File: config.mk
export PLATFORM = sky130hd
export DESIGN_NAME = serial_adder_ctrl
export DESIGN_NICKNAME = d
export VERILOG_FILES = /design/src/rtl/serial_adder_ctrl.sv
export SDC_FILE = /design/constraint.sdc
export NUM_CORES = 1
export LEC_CHECK = 0
export ABC_AREA = 1
export BUFFER_PORTS_ARGS = -buffer_cell sky130_fd_sc_hd__buf_4
export CAP_MARGIN = 20
export CORE_AREA = 2 2 65 54
export DETAILED_ROUTE_END_ITERATION = 8
export DIE_AREA = 0 0 67 56
export GPL_ROUTABILITY_DRIVEN = 0
export PLACE_DENSITY = 0.89
export SLEW_MARGIN = 40
export SYNTH_ARGS = -nofsm -noshare
export SYNTH_HDL_FRONTEND = slang
export SYNTH_SLANG_ARGS = --single-unit
File: constraint.sdc
create_clock -name clk -period 2.87 [get_ports clk]
set_clock_uncertainty 0.15 [all_clocks]
set_input_delay 0.574 -clock clk [delete_from_list [all_inputs] [get_ports clk]]
set_output_delay 0.574 -clock clk [all_outputs]
set_load 0.1 [all_outputs]
File: src/rtl/serial_adder_ctrl.sv
// Bit-serial WIDTH-bit adder: streams two operands LSB-first through one 1-bit
// full-add cell with a registered carry, behind a start/busy/done handshake.

module full_add_cell (
  input  logic a,
  input  logic b,
  input  logic c_in,
  output logic s,
  output logic c_out
);
  assign s     = a ^ b ^ c_in;
  assign c_out = (a & b) | (a & c_in) | (b & c_in);
endmodule

module serial_adder_ctrl #(
  parameter int WIDTH = 8
) (
  input  logic             clk,
  input  logic             rst,
  input  logic             start,
  input  logic [WIDTH-1:0] a_in,
  input  logic [WIDTH-1:0] b_in,
  input  logic             c_in,
  output logic             busy,
  output logic             done,
  output logic [WIDTH-1:0] sum_out,
  output logic             c_out
);
  localparam int            CW   = $clog2(WIDTH + 1);
  localparam logic [CW-1:0] LAST = CW'(WIDTH - 1);

  typedef enum logic [1:0] {IDLE, RUN, DONE} state_t;

  state_t           state, state_next;
  logic [WIDTH-1:0] sa, sb, ss, ss_next;
  logic             cy;
  logic [CW-1:0]    cnt;
  logic             fa_s, fa_co;
  logic             accept, last;

  full_add_cell u_fa (
    .a    (sa[0]),
    .b    (sb[0]),
    .c_in (cy),
    .s    (fa_s),
    .c_out(fa_co)
  );

  // DONE accepts a new request exactly like IDLE, giving back-to-back operation.
  assign accept  = start && ((state == IDLE) || (state == DONE));
  assign last    = (state == RUN) && (cnt == LAST);
  assign ss_next = (ss >> 1) | (WIDTH'(fa_s) << (WIDTH - 1));

  always_ff @(posedge clk or posedge rst) begin
    if (rst) state <= IDLE;
    else     state <= state_next;
  end

  always_comb begin
    state_next = state;
    busy       = 1'b0;
    done       = 1'b0;
    case (state)
      IDLE: if (start) state_next = RUN;
      RUN: begin
        busy = 1'b1;
        if (cnt == LAST) state_next = DONE;
      end
      DONE: begin
        done       = 1'b1;
        state_next = start ? RUN : IDLE;
      end
      default: state_next = IDLE;
    endcase
  end

  // The result registers load on the same edge that processes the final bit.
  always_ff @(posedge clk or posedge rst) begin
    if (rst) begin
      sa      <= '0;
      sb      <= '0;
      ss      <= '0;
      cy      <= 1'b0;
      cnt     <= '0;
      sum_out <= '0;
      c_out   <= 1'b0;
    end else if (accept) begin
      sa  <= a_in;
      sb  <= b_in;
      cy  <= c_in;
      cnt <= '0;
      ss  <= '0;
    end else if (state == RUN) begin
      sa  <= sa >> 1;
      sb  <= sb >> 1;
      ss  <= ss_next;
      cy  <= fa_co;
      cnt <= cnt + CW'(1);
      if (last) begin
        sum_out <= ss_next;
        c_out   <= fa_co;
      end
    end
  end
endmodule
### Word-level counts from Yosys, hierarchy flattened

Index checks and enable logic that the tools add are counted.

| word-level totals | value |
|---|---|
| RAM bits | 0 |
| latch bits | 0 |
| flip-flop bits (word level) | 40 |
| word-level logic and storage cells | 46 |
| output and inout port bits | 11 |
| memories | 0 |
| memory bits (read-only) | 0 |

| operators by class | value |
|---|---|
| muxes and demuxes | 16 |
| multiply operators | 0 |
| shift-type cells | 0 |
| div/mod/pow operators | 0 |
| reduce and logical (&&, ||, !) cells | 7 |
| magnitude comparators | 0 |
| $add $sub $neg | 1 |
| bitwise gates (word level) | 9 |
| equal/unequal tests | 5 |

Operators with widths:

| operator | number |
|---|---|
| $mux 8 | 6 |
| $mux 4 | 2 |
| $or 7x8->8 | 1 |
| $pmux 2 s3 | 1 |
| $mux 1 | 5 |
| $add 4x1->4 const B | 1 |
| $eq 4x3->1 const B | 1 |
| $mux 2 | 2 |
| $ne 2x2->1 const B | 2 |
| $and 1x1->1 | 3 |
| $reduce_and 3->1 | 1 |
| $eq 2x1->1 const B | 1 |
| $eq 2x2->1 const B | 1 |
| $logic_and 1x1->1 | 2 |
| $logic_not 2->1 | 1 |
| $or 1x1->1 | 2 |
| $reduce_and 2->1 | 1 |
| $reduce_bool 2->1 | 1 |
| $xor 1x1->1 | 2 |
| $logic_or 1x1->1 | 1 |
| $not 1->1 | 1 |

### Longest topological paths before layout

Gate-level depths: netlist of the first run.

| logic depth | value |
|---|---|
| word-level depth | 5 |
| depth in mapped cells | 8 |
| gate-level depth less buffers | 7 |

### Modules after synthesis

Synthesis of the first run repeated with hierarchy kept, for this count alone.

| unflattened totals | value |
|---|---|
| cell total of the unflattened synthesis | 179 |
| area, all modules | 1710.4 µm² |

Modules (own cells, without submodules):

| module | area each (µm²) | times used | seq. area each (µm²) | cells an instance |
|---|---|---|---|---|
| serial_adder_ctrl | 1690.4 | 1 | 975.9 | 178 |
| full_add_cell | 20.0 | 1 | 0.0 | 1 |

### Worst setup path before layout of the first run

OpenSTA, ideal clock, no wires.

| path | value |
|---|---|
| path kind | reg2out |
| from | reg state[1] |
| to | out done |
| required time | 2146 ps |
| arrival time | 1683 ps |
| stages on the path, launching flop included | 3 |
| slack | 463 ps |
| cells stage by stage | dfrtp_1 -> inv_1 -> nor2_1 |

| between the ends | value |
|---|---|
| cells in the longest elaborated chain, start to end | 2 |

RTL lines:

| element | RTL line | RTL |
|---|---|---|
| start: declaration | 34 | `state_t state, state_next;` |
| start signal: assignment | 56 | `else state <= state_next;` |
| $eq 2x2->1 | 63 | `case (state)` |
| $mux 1 | 63 |  |
| end: declaration | 25 | `output logic done,` |

No other way between the ends.

### Worst setup path after layout of the first run

| path | value |
|---|---|
| from | reg state[0] |
| to | out busy |

| between the ends | value |
|---|---|
| cells in the longest elaborated chain, start to end | 2 |

RTL lines:

| element | RTL line | RTL |
|---|---|---|
| $eq 2x1->1 | 63 |  |
| $mux 1 | 63 |  |
| end: declaration | 24 | `output logic busy,` |

No other way between the ends.

==> flow_summary.json, run 1 <==
{
  "syn-mean-instance-area_um2": 8.48,
  "netlist_area_um2": 1760,
  "static-leakage-power_nw": 1.19,
  "sequential_cell_area_um2": 976,
  "die-height_um": 56,
  "place.port_buffers": 30,
  "avgViaCountPerCell": 4.77,
  "ys_ff_latch": 39,
  "combPwrFrac_pct": 52.0,
  "async_flop_share_pct": 100,
  "clock_pin_slew_of_the_registers_on_the_worst_case_setup_and_hold_paths_ns": 0.07,
  "routed-via-count": 1349,
  "cellPowerDensity_nw_per_um2": 1310,
  "clock_tree_from_tritoncts": "built",
  "dr.pass1.iters": 4,
  "core_um2": 3060,
  "timing.final.crit_share_pct": 72.9,
  "seq_power_share_pct": 33.8,
  "critPathRequiredTime_ns": 2.15,
  "p_int_mw": 1.39,
  "worst-path-max-fanout": 19,
  "max-slew-margin-rel_pct": 68.5,
  "worst_path_most_repeated_cell": "sky130_fd_sc_hd__buf_4",
  "synth-main-ff-cell": "sky130_fd_sc_hd__dfrtp_1",
  "crit_chain": "inv_2, nor2_4, buf_4, buf_4",
  "grt_max_degree": 40,
  "numClockSinks": 39,
  "critical_path.max_stage_delay_ns": 0.38,
  "path_class": "reg2out",
  "syn_to_final_growth_pct": 19.5,
  "worst_slew_pin_slew_ns": 0.473,
  "total_half_perimeter_wirelength_after_legalization_and_detailed_placement_mm": 2.15,
  "clock_latency_at_the_later_pin_of_the_worst_skew_pair_ns": 0.28,
  "finalSetupTns_ns": 0,
  "post-layout-total-power_mw": 2.75,
  "setup.reg_to_reg.worst_slack_ns": 1.33,
  "ys_seq_area_share_pct": 55.3,
  "finalCriticalPeriod_ns": 2.09,
  "power_switching_mw": 1.36,
  "final_net_count": 264,
  "grtUsageTotal_pct": 20.0,
  "power_switching_share_pct": 49.4,
  "peakVddDrop_mv": 0.817,
  "maxSlewViolCount": 0,
  "synth_enable_flop_cells": 0,
  "final_antenna_net_count": 0,
  "initial_core_util_pct": 57.6,
  "worst_slack_ns": 0.779,
  "floorplan.die_area_um2": 3750,
  "yosysWarningCount": 0,
  "insertedDiodeCount": 0,
  "clock_tree.root_cell": "sky130_fd_sc_hd__clkbuf_8",
  "critPathArrivalTime_ns": 1.37,
  "critPathCaptureType": "primary output",
  "setup_viol": 0,
  "drcViolationCount": 0,
  "ctsHtreeMaxLevel": 2,
  "drt-initial-drc-count": 80,
  "number_of_global_route_vias_before_repair": 1326,
  "final.fill_count": 248,
  "totalWireLength_mm": 3.09,
  "worst-r2r-cell-count": 6,
  "grt_overflow_total": 0,
  "multi_input_comb_area_um2": 619,
  "synthCells": 208,
  "hold_viol": 0,
  "crit_path_slowest_cell": "sky130_fd_sc_hd__dfrtp_1",
  "dp_worst_setup_slack_ns": 1.08,
  "num_rows": 18,
  "ctsLongestPathBuffers": 2,
  "rsz0062_at_grt": "false",
  "cap_violations": 0,
  "fin_util_pct": 68.8,
  "antenna_found_initial": 0,
  "max_freq_ghz": 0.478,
  "drive_gt1_share_pct": 23.0,
  "hp-class": "in2async",
  "startpoint_type": "flip-flop",
  "run_status": "finished, final reports clean",
  "postCtsHoldBufs": 0,
  "dieWidth_um": 67,
  "number_of_gates_resized_after_cts": 0,
  "postSynthNetCount": 230,
  "synth.lib_cells_used.distinct": 21,
  "cts_inserted_buffers": 5,
  "top_level_ports": 31,
  "wire_per_inst_um": 10.9,
  "grt_pass1_wl_mm": 5.69,
  "power_frac_clock_pct": 14.2,
  "postCtsSetupBuffers": 0
}
-- cells by family after synthesis --
group	synth area share, %
adders and majority gates	1.84
DFF	55.3
buffers and inverters	9.57
and+or+nand+nor	25.5
AOI/OAI and AO/OA	7.80
-- final timing paths --
path	from	to
worst min-delay path	rst	sb[2]
worst max register to register	state[1]	sa[1]
worst min register to register	sb[7]	sb[7]
min in group clk	sb[7]	sb[7]
max in group asynchronous	rst	sum_out[2]
worst max-delay path	state[0]	busy
-- per-stage QoR --
stage,cell area [um2],instances,hold WS [ns]
5_1_grt,2110,283,0.292
4_1_cts,2110,283,0.265
3_3_place_gp,2010,275,0.308
2_1_floorplan,1760,208,0.292
3_5_place_dp,2010,275,0.314
6_report,2110,283,0.255
-- power by group through the flow --
stage	registers [mW]	clock network (mW)	logic (mW)
3_5_place_dp	0.939	0	1.43
2_1_floorplan	1.35	0	0.743
3_3_place_gp	0.926	0	1.39
4_1_cts	0.930	0.400	1.45
6_report	0.930	0.390	1.43
5_1_grt	0.964	0.433	1.58
-- worst max-delay path: cells and delay by family, from the launching register on --
| kind | cells | cell delay [ns] |
|---|---|---|
| buf+inv | 3 | 0.63 |
| simple gates | 1 | 0.07 |
| flops | 1 | 0.38 |
-- placed cells by master (no fill, tap or decap), types with 2 or more instances in the layout --
master / n
sky130_fd_sc_hd__nand2_1: 99
sky130_fd_sc_hd__dfrtp_1: 39
sky130_fd_sc_hd__buf_4: 32
sky130_fd_sc_hd__inv_1: 29
sky130_fd_sc_hd__o21ai_2: 9
sky130_fd_sc_hd__o22ai_1: 7
sky130_fd_sc_hd__clkbuf_8: 7
sky130_fd_sc_hd__nor2_1: 4
sky130_fd_sc_hd__inv_2: 2
sky130_fd_sc_hd__nand2_4: 2
sky130_fd_sc_hd__nand3_1: 2
sky130_fd_sc_hd__o21ai_0: 2
-- sequential cells by signal, indices dropped and copies added, names as in the netlist --
register  count
sb            8
cy            1
sum_out       8
cnt           4
c_out         1
sa            8
state         2
ss            7
-- Yosys cell counts, types with 2 or more instances --
cell                       n  area share (%)
sky130_fd_sc_hd__inv_1    29             6.2
sky130_fd_sc_hd__nand2_4   2             1.3
sky130_fd_sc_hd__o22ai_1   7             2.5
sky130_fd_sc_hd__nor2_1    4            0.85
sky130_fd_sc_hd__buf_6     3             1.9
sky130_fd_sc_hd__o21ai_0   2            0.57
sky130_fd_sc_hd__nand3_1   2            0.57
sky130_fd_sc_hd__nand2_1  99              21
sky130_fd_sc_hd__inv_2     2            0.43
sky130_fd_sc_hd__dfrtp_1  39              55
sky130_fd_sc_hd__o21ai_2   9             4.5
-- cell type report --
| type | instances | share of cell area, % |
|---|---|---|
| flip-flops and latches | 39 | 46.3 |
| clock buffers | 8 | 4.75 |
| well taps | 40 | 2.37 |
| multi-input cells | 132 | 29.4 |
| repair buffers | 32 | 11.4 |
| inverters | 32 | 5.82 |
-- routing by layer --
layer	global-route usage (%)	up-vias	share of wire (%)
li1	-	694	-
met1	25.9	621	46
met2	31.4	32	47
met3	8.10	2	6.5
met4	4.37	0	0.36
met5	0	-	0
No activity file was read; power rests on OpenSTA's default activity.
==> run 2: changes to the inputs <==
- CORE_AREA: 2 2 65 54 -> 2 2 71 59
- DIE_AREA: 0 0 67 56 -> 0 0 73 61
- PLACE_DENSITY: 0.89 -> 0.8
- clock period: 2.87 -> 1.7 ns (I/O delays scaled with it)
==> run 2 against run 1 <==
Final cell count up 2.1%. First-iteration DRC count down 26%. Wire length up 3.6%. Worst setup slack worse by 0.72 ns. Count of clock-buffer cells in the layout unchanged. Sequential share of layout area down 0.68 points. Clock power up 73%. Utilization down 11 points.
==> flow_summary.json, run 2 (synthesis results as in run 1) <==
{
  "max-slew-margin-rel_pct": 67.7,
  "avgViaCountPerCell": 4.76,
  "grt_overflow_total": 0,
  "wire_per_inst_um": 11.1,
  "numClockSinks": 39,
  "number_of_global_route_vias_before_repair": 1221,
  "final_net_count": 266,
  "worst_slew_pin_slew_ns": 0.484,
  "totalWireLength_mm": 3.20,
  "startpoint_type": "flip-flop",
  "critPathRequiredTime_ns": 1.21,
  "grtUsageTotal_pct": 16.7,
  "crit_path_slowest_cell": "sky130_fd_sc_hd__dfrtp_1",
  "max_freq_ghz": 0.610,
  "cellPowerDensity_nw_per_um2": 2200,
  "drcViolationCount": 0,
  "run_status": "finished, final reports clean",
  "biggestRegsByFlops": "sa (8), sb (8), sum_out (8)",
  "critPathArrivalTime_ns": 1.15,
  "routed-via-count": 1377,
  "cts_inserted_buffers": 5,
  "top_level_ports": 31,
  "postCtsHoldBufs": 0,
  "fin_util_pct": 57.4,
  "grt_pass1_wl_mm": 5.44,
  "die-height_um": 61,
  "clock_tree.root_cell": "sky130_fd_sc_hd__clkbuf_8",
  "dr.pass1.iters": 4,
  "drt-initial-drc-count": 59,
  "most-common-layout-cells": "sky130_fd_sc_hd__nand2_1, sky130_fd_sc_hd__dfrtp_1, sky130_fd_sc_hd__buf_4, sky130_fd_sc_hd__inv_1, sky130_fd_sc_hd__o21ai_2",
  "worst-path-max-fanout": 3,
  "placement.cell_area_um2": 2040,
  "timing.final.crit_share_pct": 96.4,
  "clock_pin_slew_of_the_registers_on_the_worst_case_setup_and_hold_paths_ns": 0.07,
  "path_class": "reg2out",
  "reg2reg_to": "sum_out[1]",
  "static-leakage-power_nw": 1.20,
  "finalCriticalPeriod_ns": 1.64,
  "initial_core_util_pct": 47.3,
  "place.port_buffers": 30,
  "post-layout-total-power_mw": 4.71,
  "floorplan.die_area_um2": 4450,
  "insertedDiodeCount": 0,
  "cap_violations": 0,
  "grt_max_degree": 40,
  "critPathCaptureType": "primary output",
  "hp-class": "in2async",
  "ctsLongestPathBuffers": 2,
  "total_half_perimeter_wirelength_after_legalization_and_detailed_placement_mm": 2.17,
  "hold_viol": 0,
  "num_rows": 20,
  "maxSlewViolCount": 0,
  "design_area_um2": 2140,
  "core_um2": 3730,
  "final_antenna_net_count": 0,
  "drive_gt1_share_pct": 24.1,
  "setup_viol": 0,
  "clock_latency_at_the_later_pin_of_the_worst_skew_pair_ns": 0.29,
  "antenna_found_initial": 0,
  "ctsHtreeMaxLevel": 2,
  "setup.reg_to_reg.worst_slack_ns": 0.20,
  "crit_chain": "inv_2, nor2_4, buf_6",
  "syn_to_final_growth_pct": 21.3,
  "critical_path.max_stage_delay_ns": 0.42,
  "finalSetupTns_ns": 0,
  "mostFrequentLayoutCell": "sky130_fd_sc_hd__nand2_1",
  "timing.rr.start": "cnt[0]",
  "peakVddDrop_mv": 1.13,
  "dieWidth_um": 73,
  "clock_tree_from_tritoncts": "built",
  "rsz0062_at_grt": "false",
  "worst-r2r-cell-count": 6
}
==> run 2: changes by cell type in the layout (fill, tap and decap cells not counted), sizes merged <==
cell and delta:
buf +2
==> run 2: stage by stage <==
stage	hold slack [ns]	setup slack (ns)	instances
detailed placement	0.309	0.233	281
floorplan	0.292	0.264	208
CTS	0.0281	0.0467	289
global placement	0.306	0.292	281
finish	0.0133	0.0609	289
global route	0.0794	0.0145	289
==> run 2: cell type report <==
| type | count | area (um2) |
|---|---|---|
| inverters | 32 | 123 |
| multi-input cells | 132 | 627 |
| well taps | 44 | 55.1 |
| clock buffers | 8 | 100 |
| repair buffers | 34 | 259 |
| flip-flops and latches | 39 | 976 |
| fillers | 332 | 1590 |
==> run 2: per-layer routing <==
layer | routed length [um] | GRT usage [%] | vias to the layer above
met2 | 1460 | 25.7 | 49
met5 | 0 | 0 | -
li1 | - | - | 699
met1 | 1460 | 21.7 | 625
met3 | 215 | 5.15 | 4
met4 | 66 | 8.20 | 0
==> run 2: power by group <==
group	leakage, nW	internal [mW]	switching [mW]
Combinational	0.661	0.674	1.79
Sequential	0.491	1.34	0.228
Clock	0.0515	0.370	0.305
Total	1.20	2.39	2.32
==> run 2: what timing repair did <==
item | in CTS | in global routing
endpoints found under the setup margin | 1 | 0
setup buffers | 0 | 0
gates resized for setup | 1 | 0
==> run 2: how the worst max path moves through the flow <==
stage | cells past startpoint | from | end
floorplan | 3 | state[0] | busy
global placement | 6 | cnt[0] | sum_out[0]
detailed placement | 6 | cnt[0] | sum_out[1]
CTS | 3 | state[0] | busy
global route | 3 | state[0] | busy
finish | 3 | state[0] | busy
==> run 2: worst max-delay path: cells and delay by family (launching register included) <==
family | cells | cell delay, ns
flip-flops | 1 | 0.42
buffers and inverters | 2 | 0.32
AND/OR/NAND/NOR | 1 | 0.12
